File: config.mk
export PLATFORM = sky130hd
export DESIGN_NAME = x87_issue_ctrl
export DESIGN_NICKNAME = d
export VERILOG_FILES = /design/src/rtl/x87_issue_ctrl.sv
export SDC_FILE = /design/constraint.sdc
export NUM_CORES = 1
export LEC_CHECK = 0
export BUFFER_PORTS_ARGS = -buffer_cell sky130_fd_sc_hd__clkbuf_2
export CAP_MARGIN = 0
export CORE_ASPECT_RATIO = 0.6
export CORE_MARGIN = 10
export CORE_UTILIZATION = 30
export CTS_BUF_LIST = sky130_fd_sc_hd__clkbuf_4
export CTS_CLUSTER_DIAMETER = 120
export DETAILED_ROUTE_END_ITERATION = 12
export PLACE_DENSITY_LB_ADDON = 0.1
export SYNTH_ARGS = -nofsm -noshare
export SYNTH_HDL_FRONTEND = slang
export SYNTH_SLANG_ARGS = --single-unit
File: constraint.sdc
create_clock -name clk -period 3.6 [get_ports clk]
set_input_delay 0.54 -clock clk [delete_from_list [all_inputs] [get_ports clk]]
set_output_delay 0.54 -clock clk [all_outputs]
set_load 0.1 [all_outputs]
File: src/rtl/x87_issue_ctrl.sv
`default_nettype none
// +----------------------------------------------------------------------------+
// | Module : x87_issue_ctrl                                                    |
// | Issues one x87 instruction at a time to x87_top. It captures writeback and |
// | store results, drives the memory store port, then returns a response.      |
// | Define X87_ISSUE_TIMEOUT_EN to build in the WAIT-state hang watchdog.      |
// | Rev    : 1.0  initial release                                              |
// +----------------------------------------------------------------------------+
module x87_issue_ctrl #(
    parameter int TIMEOUT_CYCLES = 255,
    parameter int CNT_W          = 8
) (
    input  logic        clk,
    input  logic        rst_n,
    input  logic        req_valid,
    output logic        req_ready,
    input  logic [7:0]  req_op1,
    input  logic [7:0]  req_op2,
    input  logic        req_op2_valid,
    input  logic [31:0] req_mem32,
    input  logic [63:0] req_mem64,
    output logic        fpu_start,
    output logic [7:0]  fpu_op1,
    output logic [7:0]  fpu_op2,
    output logic        fpu_op2_valid,
    output logic [31:0] fpu_mem_rdata32,
    output logic [63:0] fpu_mem_rdata64,
    input  logic        fpu_busy,
    input  logic        fpu_done,
    input  logic        fpu_wb_valid,
    input  logic [2:0]  fpu_wb_kind,
    input  logic [15:0] fpu_wb_value,
    input  logic        fpu_memstore_valid,
    input  logic [1:0]  fpu_memstore_size,
    input  logic [63:0] fpu_memstore_data64,
    output logic        st_valid,
    input  logic        st_ready,
    output logic [1:0]  st_size,
    output logic [63:0] st_data,
    output logic        rsp_valid,
    input  logic        rsp_ready,
    output logic        rsp_wb_valid,
    output logic [2:0]  rsp_wb_kind,
    output logic [15:0] rsp_wb_value,
    output logic        rsp_timeout
);

    typedef enum logic [2:0] {
        S_IDLE  = 3'd0,
        S_ISSUE = 3'd1,
        S_WAIT  = 3'd2,
        S_STORE = 3'd3,
        S_RESP  = 3'd4
    } state_t;

    state_t r_state;
    logic   r_st_pend;

`ifdef X87_ISSUE_TIMEOUT_EN
    logic [CNT_W-1:0] r_cnt;
    logic             w_expire;

    // The counter is about to reach TIMEOUT_CYCLES on this WAIT cycle.
    assign w_expire = (r_cnt == CNT_W'(TIMEOUT_CYCLES - 1));

    logic w_unused;
    assign w_unused = &{1'b0, fpu_busy};
`else
    logic w_unused;
    assign w_unused    = &{1'b0, fpu_busy, CNT_W'(TIMEOUT_CYCLES)};
    assign rsp_timeout = 1'b0;
`endif

    always_ff @(posedge clk or negedge rst_n) begin
        if (!rst_n) begin
            r_state         <= S_IDLE;
            r_st_pend       <= 1'b0;
            req_ready       <= 1'b0;
            fpu_start       <= 1'b0;
            fpu_op1         <= '0;
            fpu_op2         <= '0;
            fpu_op2_valid   <= 1'b0;
            fpu_mem_rdata32 <= '0;
            fpu_mem_rdata64 <= '0;
            st_valid        <= 1'b0;
            st_size         <= '0;
            st_data         <= '0;
            rsp_valid       <= 1'b0;
            rsp_wb_valid    <= 1'b0;
            rsp_wb_kind     <= '0;
            rsp_wb_value    <= '0;
`ifdef X87_ISSUE_TIMEOUT_EN
            rsp_timeout     <= 1'b0;
            r_cnt           <= '0;
`endif
        end else begin
            fpu_start <= 1'b0;
            case (r_state)
                S_IDLE: begin
                    req_ready <= 1'b1;
                    if (req_valid && req_ready) begin
                        fpu_op1         <= req_op1;
                        fpu_op2         <= req_op2;
                        fpu_op2_valid   <= req_op2_valid;
                        fpu_mem_rdata32 <= req_mem32;
                        fpu_mem_rdata64 <= req_mem64;
                        rsp_wb_valid    <= 1'b0;
                        r_st_pend       <= 1'b0;
`ifdef X87_ISSUE_TIMEOUT_EN
                        rsp_timeout     <= 1'b0;
                        r_cnt           <= '0;
`endif
                        req_ready       <= 1'b0;
                        fpu_start       <= 1'b1;
                        r_state         <= S_ISSUE;
                    end
                end
                S_ISSUE: begin
                    r_state <= S_WAIT;
                end
                S_WAIT: begin
                    if (fpu_wb_valid) begin
                        rsp_wb_kind  <= fpu_wb_kind;
                        rsp_wb_value <= fpu_wb_value;
                        rsp_wb_valid <= 1'b1;
                    end
                    if (fpu_memstore_valid) begin
                        st_size   <= fpu_memstore_size;
                        st_data   <= fpu_memstore_data64;
                        r_st_pend <= 1'b1;
                    end
                    // A store captured on the done cycle itself still counts.
                    if (fpu_done) begin
                        if (r_st_pend || fpu_memstore_valid) begin
                            st_valid <= 1'b1;
                            r_state  <= S_STORE;
                        end else begin
                            rsp_valid <= 1'b1;
                            r_state   <= S_RESP;
                        end
                    end
`ifdef X87_ISSUE_TIMEOUT_EN
                    else if (w_expire) begin
                        rsp_valid    <= 1'b1;
                        rsp_wb_valid <= 1'b0;
                        rsp_timeout  <= 1'b1;
                        r_st_pend    <= 1'b0;
                        r_state      <= S_RESP;
                    end else begin
                        r_cnt <= r_cnt + 1'b1;
                    end
`endif
                end
                S_STORE: begin
                    if (st_ready) begin
                        st_valid  <= 1'b0;
                        r_st_pend <= 1'b0;
                        rsp_valid <= 1'b1;
                        r_state   <= S_RESP;
                    end
                end
                S_RESP: begin
                    if (rsp_ready) begin
                        rsp_valid <= 1'b0;
                        req_ready <= 1'b1;
                        r_state   <= S_IDLE;
                    end
                end
                default: begin
                    r_state <= S_IDLE;
                end
            endcase
        end
    end

endmodule
`default_nettype wire

# Word-level counts from Yosys, hierarchy flattened
# Cells that the tools add are included.
totals:
  register_bits: 207
  output_inout_bits: 204
  word_cells: 70
  in_bits: 207
classes:
  mux: 25
  n_reduce_logical: 17
  n_eq_ne: 12
op_table:
  columns: ["operator", "n"]
  rows:
  - ["!= test 2 bit, second input constant", 8]
  - ["two-way mux 3 bit", 5]
  - ["case mux 3 bit (5 select lines)", 1]
  - ["two-way mux 1 bit", 14]
  - ["AND reduction 4 bit", 3]
  - ["AND reduction 2 bit", 4]
  - ["== test 3 x 2 -> 1 bit, second input constant", 2]
  - ["case mux 1 bit (2 select lines)", 3]
  - ["case mux 1 bit (3 select lines)", 2]
  - ["nonzero test 2 bit", 3]
  - ["nonzero test 3 bit", 2]
  - ["AND reduction 5 bit", 1]
  - ["== test 3 x 1 -> 1 bit, second input constant", 1]
  - ["== test 3 bit, second input constant", 1]
  - ["zero test 3 bit", 1]
  - ["AND reduction 3 bit", 1]
  - ["logical AND 1 bit", 1]
  - ["logical OR 1 bit", 1]

# Depth between registers and ports, before layout
# Gate-level depths: netlist of run 1.
depth:
  depth_word: 4
  depth_mapped: 6
  mapped_depth_nobuf: 4

# Worst setup path before layout of run 1
# OpenSTA, ideal clock, no wires.
synth_timing:
  path_kind: "register to register"
  from: "register req_ready"
  to: "register fpu_mem_rdata64[0]"
  setup_time_ns: 0.128
  synth_period_minus_slack_ns: 2.307
  arrival_time_ns: 2.179
  stages_incl_launch_ff: 6
  t_required_ns: 3.472
  slack_ns: 1.293
  n_path_buf: 2
  cell_sequence: "dfrtp_1 -> nand2_1 -> nor3_4 -> buf_4 -> buf_4 -> mux2_1"
synth_between:
  elab_chain_len: 2
synth_rtl:
  columns: ["element", "line_no", "source"]
  rows:
  - ["start, declared", "16", "output logic req_ready,"]
  - ["start signal, assigned", "78", "req_ready <= 1'b0;"]
  - ["start signal, assigned", "100", "req_ready <= 1'b1;"]
  - ["start signal, assigned", "113", "req_ready <= 1'b0;"]
  - ["logical AND 1 bit", "101", "if (req_valid && req_ready) begin"]
  - ["AND reduction 2 bit (no line)", null, null]
  - ["end signal, assigned", "106", "fpu_mem_rdata64 <= req_mem64;"]
  - ["end, declared", "27", "output logic [63:0] fpu_mem_rdata64,"]
# Every way passes these cells.
# A chain may end at the register's enable or synchronous reset.

# Worst setup path after layout of run 1
layout_timing:
  from: "register r_state[0]"
  to: "register fpu_op2[0]"
layout_between:
  elab_chain_len: 2
layout_rtl:
  columns: ["element", "line_no", "source"]
  rows:
  - ["start, declared", "56", "state_t r_state;"]
  - ["start signal, assigned", "76", "r_state <= S_IDLE;"]
  - ["start signal, assigned", "115", "r_state <= S_ISSUE;"]
  - ["start signal, assigned", "119", "r_state <= S_WAIT;"]
  - ["zero test 3 bit", "98", "case (r_state)"]
  - ["AND reduction 2 bit (no line)", null, null]
  - ["end signal, assigned", "103", "fpu_op2 <= req_op2;"]
  - ["end, declared", "24", "output logic [7:0] fpu_op2,"]
# Every way passes these cells.

==> impl.org, run 1 <==
** Die
- For this configuration, the core starts out at a cell density of 30.7%.
- The core region is 0.0254 mm².
- Vertical die dimension :: 145 µm
- Die area :: 0.0330 mm²
- The floorplan has 45 rows.
- Boundary Pins :: 411
- The die is 228 µm wide.

** Global route
- The first global-routing pass estimated 37,600 µm of wire.
- Final global-route overflow total :: 0
- Largest net degree at the start of global routing :: 82
- The initial antenna violation count is 5.
- Vias in the first global route :: 6,042
- In the global route stage, overall resource usage came out at 14.8%.

** Worst hold path
- In this run the worst hold path is classified as in -> reg.
- The worst hold path begins at req_mem64[55].

** Setup path
- Data on the critical path is required at its endpoint by 4.13 ns.
- STA classifies the critical path endpoint as a flop.
- The startpoint identified for the worst register-to-register timing path is r_state[0].
- STA puts the critical path data arrival time at 2.90 ns.
- Walking the worst path, the cells encountered are or2_1 > nor3_4 > buf_4 > mux2_2.
- In this run the worst path has a maximum fanout of 15.
- Crit path kind :: reg -> reg
- Tracing the worst setup path back leads to its startpoint at r_state[0].
- Cell with the largest stage delay on the worst path :: nor3_4
- In this design, the stage delay of the slowest critical-path cell is 0.67 ns.
- Type of origin of the critical path :: flop

** Layout
- Number of fill cells in the layout :: 2,425
- Layout cell share with drive strength beyond 1 :: 69.1%
- The library cells used most frequently in the layout, excluding fill and tap cells, are clkbuf_2, dfrtp_1, mux2_2.
- The library cell used most frequently in the layout, excluding fill and tap cells, is clkbuf_2.
- From synthesis to final layout, the design area changed by 39.8%.
- Final net count :: 1,128

** Clock network
- H-tree depth :: 2
- Clock latency on the worst-skew pair, taken at its later pin, is 0.66 ns.
- TritonCTS built the clock tree.
- After clock tree synthesis, the clock-pin slew on the worst setup and hold paths is 0.07 ns.
- Total number of clock tree sinks :: 207
- The root buffer cell chosen for the clock tree is clkbuf_4.
- The clock passes through at most 3 buffers.
- Post CTS Setup Buffer Count :: 0
- CTS Buf Count :: 51

** Drt
- For this block, the routed nets add up to 25,500 µm of wire.
- Residual DRC count :: 0
- Antenna violation net count after detailed routing :: 0
- Average vias per placed instance :: 4.24
- WL/cell :: 19.6 µm
- The first routing iteration left 170 violations.
- Number of iterations in the first detailed-routing pass :: 4
- The routed layout has 5,512 vias.

** Synthesis
- Area of the mapped netlist :: 0.00779 mm²
- Synthesis produced 471 cells.
- Number of distinct library cells after synthesis :: 24
- Syn Area/Cell :: 16.5 µm²
- Synthesis produced a netlist with a net count of 678.
- Number of enable flip-flop cells after synthesis :: 0
- Sequential cells were found to cover 66.5% of the synthesized design area.
- For this run, asynchronously set or reset flops after synthesis account for 100%.
- Number of register bits inferred by synthesis :: 207
- Commonest register cell after synthesis :: dfrtp_1
- Warning count from the yosys run :: 0

** Timing
- The number of pins with negative max-slew slack in the final report was 0.
- Setup violations remaining at the end of the flow were counted as 0.
- Of the available clock period, the critical path in the final layout requires 65.8%.
- Setup repair after global routing left no endpoint under its margin.
- Measured against its own limit, the worst slew margin works out to 29.5%.
- Shortest period the worst path allows :: 2.37 ns
- Clock Skews :: 0.0470 ns
- The final count of hold timing violations is 0.
- For the final routed database, the setup TNS stands at 0 ns.
- For the pin with the worst max-slew slack, the measured transition is 1.06 ns.
- Derived from the worst setup path, the maximum achievable clock frequency is 422 MHz.

** Run
- Max-Cap Viols :: 0

** Place
- Number of input and output port buffers inserted :: 408
- After legalization and detailed placement, the total HPWL measured 20,000 µm.
- The congestion estimate from routability-driven global placement came to 0.764.

** Status
- Run status :: finished, final reports clean
[cell families (layout without fill, tap and decap cells)]
logic type | Yosys count | after routing | share of synthesized area [%]
buf+inv | 27 | 502 | 1.86
simple gates | 19 | 19 | 1.38
flops | 207 | 207 | 66.5
mux | 199 | 199 | 28.8
compound gates | 18 | 18 | 1.41
other cells | 1 | 3 | 0.0482
[timing repair]
| action | in CTS | in global routing |
|---|---|---|
| resized for setup | 0 | 0 |
| hold buffers | 1 | 0 |
| hold endpoints to repair | 78 | 0 |
[routing by layer]
layer | vias to the layer above | track usage, % | share of wire (%)
met5 | - | 0 | 0.21
met4 | 8 | 4.33 | 1.4
met3 | 45 | 7.56 | 10
met2 | 226 | 23.5 | 47
met1 | 2649 | 17.2 | 41
li1 | 2584 | - | -
[worst max-delay path: cells and delay by family (launching register included)]
| kind | cells | cell delay (ns) |
|---|---|---|
| mux | 1 | 0.36 |
| flops | 1 | 0.50 |
| simple gates | 2 | 1.02 |
| buf+inv | 1 | 0.36 |
[path summary, 6_finish.rpt]
path | slack, ns | end | cells after the start
max | 1.23 | fpu_op2[0] | 4
min | 0.10 | fpu_mem_rdata64[55] | 2
max reg2reg | 1.23 | fpu_op2[0] | 4
min reg2reg | 0.48 | fpu_mem_rdata64[6] | 1
max in group asynchronous | 2.19 | fpu_op2[6] | 3
min in group asynchronous | 0.51 | st_data[36] | 2
[layout make-up]
type | instances | area (µm²) | share of cell area [%]
inverter | 2 | 7.51 | 0.0690
tap | 352 | 440 | 4.05
timing repair buffer | 422 | 2210 | 20.3
sequential | 207 | 5180 | 47.6
clock inverter | 8 | 56.3 | 0.517
clock buffer | 70 | 526 | 4.83
antenna | 2 | 5.00 | 0.0460
multi-input combinational | 237 | 2460 | 22.6
[synth_stat cells (6+ instances only)]
cell type  number  share of area (%)
mux2_2        159                 23
dfrtp_1       207                 67
buf_4           6               0.58
o21ai_0         8               0.51
buf_2          17                1.1
mux2_1         40                5.8
nor2_1          7               0.34
[state kept, by name, summed over array words and instances (netlist names), 2 cells and up]
register,flops
fpu_op2,8
r_state,3
fpu_op1,8
fpu_mem_rdata32,32
st_data,64
rsp_wb_kind,3
fpu_mem_rdata64,64
st_size,2
rsp_wb_value,16
[through the flow]
step | utilization, % | cell area (µm²) | hold slack (ns) | worst slack, ns | cells
3_3_place_gp | 40.5 | 10300 | 0.468 | 1.20 | 1219
6_report | 42.9 | 10900 | 0.103 | 1.23 | 1300
5_1_grt | 42.9 | 10900 | 0.0281 | 1.08 | 1298
4_1_cts | 42.9 | 10900 | 0.0117 | 1.13 | 1298
2_1_floorplan | - | 7790 | 0.244 | 1.29 | 471
3_5_place_dp | 40.5 | 10300 | 0.474 | 1.16 | 1219
Power of run 1 is left out: the tool's default activity adds up to more than one toggle a clock period on the data nets, which glitch-free logic cannot reach.
==> run 2, diff against run 1 <==
==> constraint.sdc (replaced) <==
create_clock -name clk -period 2.3 [get_ports clk]
set_input_delay 0.345 -clock clk [delete_from_list [all_inputs] [get_ports clk]]
set_output_delay 0.345 -clock clk [all_outputs]
set_load 0.1 [all_outputs]
==> run 2 against run 1 <==
- worst hold slack improved by 0.15 ns
- clock-buffer cell count is 8 higher
- critical path depth grew 1
- worst setup slack got worse by 0.93 ns
- routed wire length up 7.4%
- clock skew down 0.017 ns
- global-route usage up 1.4 points
- fmax increased by 19%
- largest cell class unchanged
- die area is the same
==> impl.org, run 2 (synthesized netlist as in run 1, its figures left out) <==
** Setup path
- Sort of element at the end of the critical path :: flop
- Arrival time of data at the critical path endpoint :: 2.50 ns
- Worst path bufs/invs :: 2
- The signal on the critical path passes through or2_1 > nor3_4 > buf_12 > buf_12 > mux2_2.
- In this run the worst path has a maximum fanout of 29.
- The slowest stage of the critical path is the dfrtp_1 cell.
- The critical path is of the reg -> reg type.
- Peak per-stage delay on the critical path :: 0.47 ns
- Endpoint required time on the critical path :: 2.81 ns
- Among the stages of the critical path, the cell type that occurs most often is buf_12.
- Grouping stages by cell kind, the critical path spends the most delay in simple AND/OR/NAND/NOR gates.
- Type of origin of the critical path :: flop

** Die
- Number of standard-cell rows in the floorplan :: 45
- Boundary Pins :: 411
- The die covers 0.0330 mm².
- Vertical die dimension :: 145 µm
- Core footprint :: 0.0254 mm²
- In this run the horizontal extent of the chip is 228 µm.
- Starting density of the core :: 30.7%

** Timing
- Between clock sinks in the finished design, the worst skew comes to 0.0298 ns.
- Number of pins with negative max-slew slack in the final report :: 0
- The worst path uses 86.8% of the clock period.
- Setup repair after global routing left no endpoint under its margin.
- Timing-limited maximum frequency :: 501 MHz
- After routing, the total negative slack on setup checks comes to 0 ns.
- Worst rel slew slack :: 59.9%
- Slew at the pin closest to its max-slew limit :: 0.605 ns
- The worst path in the final design needs a cycle of 2.00 ns, including I/O delays and setup.
- The final count of hold timing violations is 0.
- Setup violations remaining at the end of the flow were counted as 0.

** Status
- Run status :: finished, final reports clean

** Layout
- Number of fill cells in the layout :: 2,217
- Once layout is complete, the utilization of the core stands at 51.5%.
- Of the cells placed in the final design, the portion with a size suffix greater than 1 is 57.8%.
- After the flow finishes, the layout carries non-filler instances totaling 1,511.
- The net count of the finished layout is 1,337.
- The library cells used most frequently in the layout, excluding fill and tap cells, are clkbuf_2, dfrtp_1, dlygate4sd3_1.
- Registers with the most flip-flops :: fpu_mem_rdata64: 64 flops, st_data: 64 flops, fpu_mem_rdata32: 32 flops
- Leading cell type in the layout, fill and taps excluded :: clkbuf_2
- Area taken by flip-flops and latches :: 0.00518 mm²
- Growth of design area from synthesis to finish :: 68.0%
- Area taken by multi-input logic gates :: 0.00246 mm²

** Clock network
- The H-tree was split into 2 levels.
- Clock-pin slew was measured on the worst setup and hold paths at 0.07 ns.
- Post CTS Setup Buffer Count :: 0
- Counting along the longest clock path gives a buffer depth of 3.
- Insertion delay of the later-clocked pin in the worst-skew pair :: 0.65 ns
- CTS Buf Count :: 52
- CTS root buf :: clkbuf_4
- TritonCTS built the clock tree.
- The clock drives 207 sinks.

** Drt
- Antenna violation net count after detailed routing :: 0
- For this run, design rule violations remaining after detail routing come to 0.
- WL/cell :: 18.1 µm
- Wires add up to 27,400 µm.
- Average vias per placed instance :: 4.24
- Vias after detailed routing :: 6,411
- The first detailed-routing pass ran for 4 iterations.
- Initial detailed-routing violation count :: 177

** Place
- After detailed placement, the design holds a cell count of 1,225.
- Number of input and output port buffers inserted :: 408
- Sum of net half-perimeters after detailed placement :: 19,500 µm
- The congestion estimate from routability-driven global placement came to 0.756.

** Global route
- Wire length of the first global-routing pass :: 42,200 µm
- Global routing consumed, over all layers together, 16.1% of the routing resources.
- The initial antenna violation count is 3.
- Entering global routing, the biggest net connects 57 pins.
- The via count of the first global-routing pass was 7,192.
- Final global-route overflow total :: 0

** Worst hold path
- The tightest min-delay check is of the in -> async type.

** Run
- Max-cap violations in this run came to 0.
run 2: cell types whose count changed in the layout (fill, tap and decap cells not counted):
cell	before	now
buf_12	4	13
buf_4	9	6
bufinv_16	1	0
clkbuf_4	70	78
clkinv_1	7	2
dfrtp_1	207	206
dfrtp_2	0	1
diode_2	2	3
dlygate4sd3_1	1	203
run 2: path summary, 6_finish.rpt:
path                                     startpoint             endpoint  slack, ns  cells after the start
min in group clk                          req_valid           r_state[1]       0.25                      4
worst max-delay path                     r_state[1]  fpu_mem_rdata32[29]       0.30                      5
worst min register to register  fpu_mem_rdata64[21]  fpu_mem_rdata64[21]       0.48                      1
max in group asynchronous                     rst_n           st_data[3]       1.36                      3
worst max register to register           r_state[1]  fpu_mem_rdata32[29]       0.30                      5
worst min-delay path                          rst_n   fpu_mem_rdata32[4]       0.25                      2
run 2: timing repair:
| item | in CTS | in global routing |
|---|---|---|
| gates resized for setup | 0 | 0 |
| hold buffers | 203 | 0 |
| endpoints found under the hold margin | 254 | 0 |
run 2: through the flow:
stage / setup WS, ns / cell area (µm²) / hold WS, ns
3_3_place_gp: 0.339 / 10400 / 0.364
4_1_cts: 0.278 / 13100 / 0.147
3_5_place_dp: 0.323 / 10400 / 0.372
6_report: 0.305 / 13100 / 0.251
2_1_floorplan: 0.319 / 7790 / 0.0494
5_1_grt: 0.212 / 13100 / 0.209
run 2: final cells by class:
| cell class | instances | area share [%] |
|---|---|---|
| Sequential cell | 207 | 39.6 |
| Inverter | 2 | 0.0574 |
| Timing Repair Buffer | 630 | 33.5 |
| Clock inverter | 2 | 0.0574 |
| Clock buffer | 78 | 4.48 |
| Multi-Input combinational cell | 237 | 18.8 |
| Tap cell | 352 | 3.37 |
| Antenna cell | 3 | 0.0574 |
run 2: per-layer routing:
layer | share of wire [%] | wire length (µm) | global-route usage [%]
met4 | 2.4 | 666 | 5.73
met5 | 0 | 0 | 0
met1 | 40 | 10900 | 18.7
met2 | 49 | 13500 | 26.7
met3 | 8.5 | 2320 | 6.63
Power of run 2 is left out for the same reason.
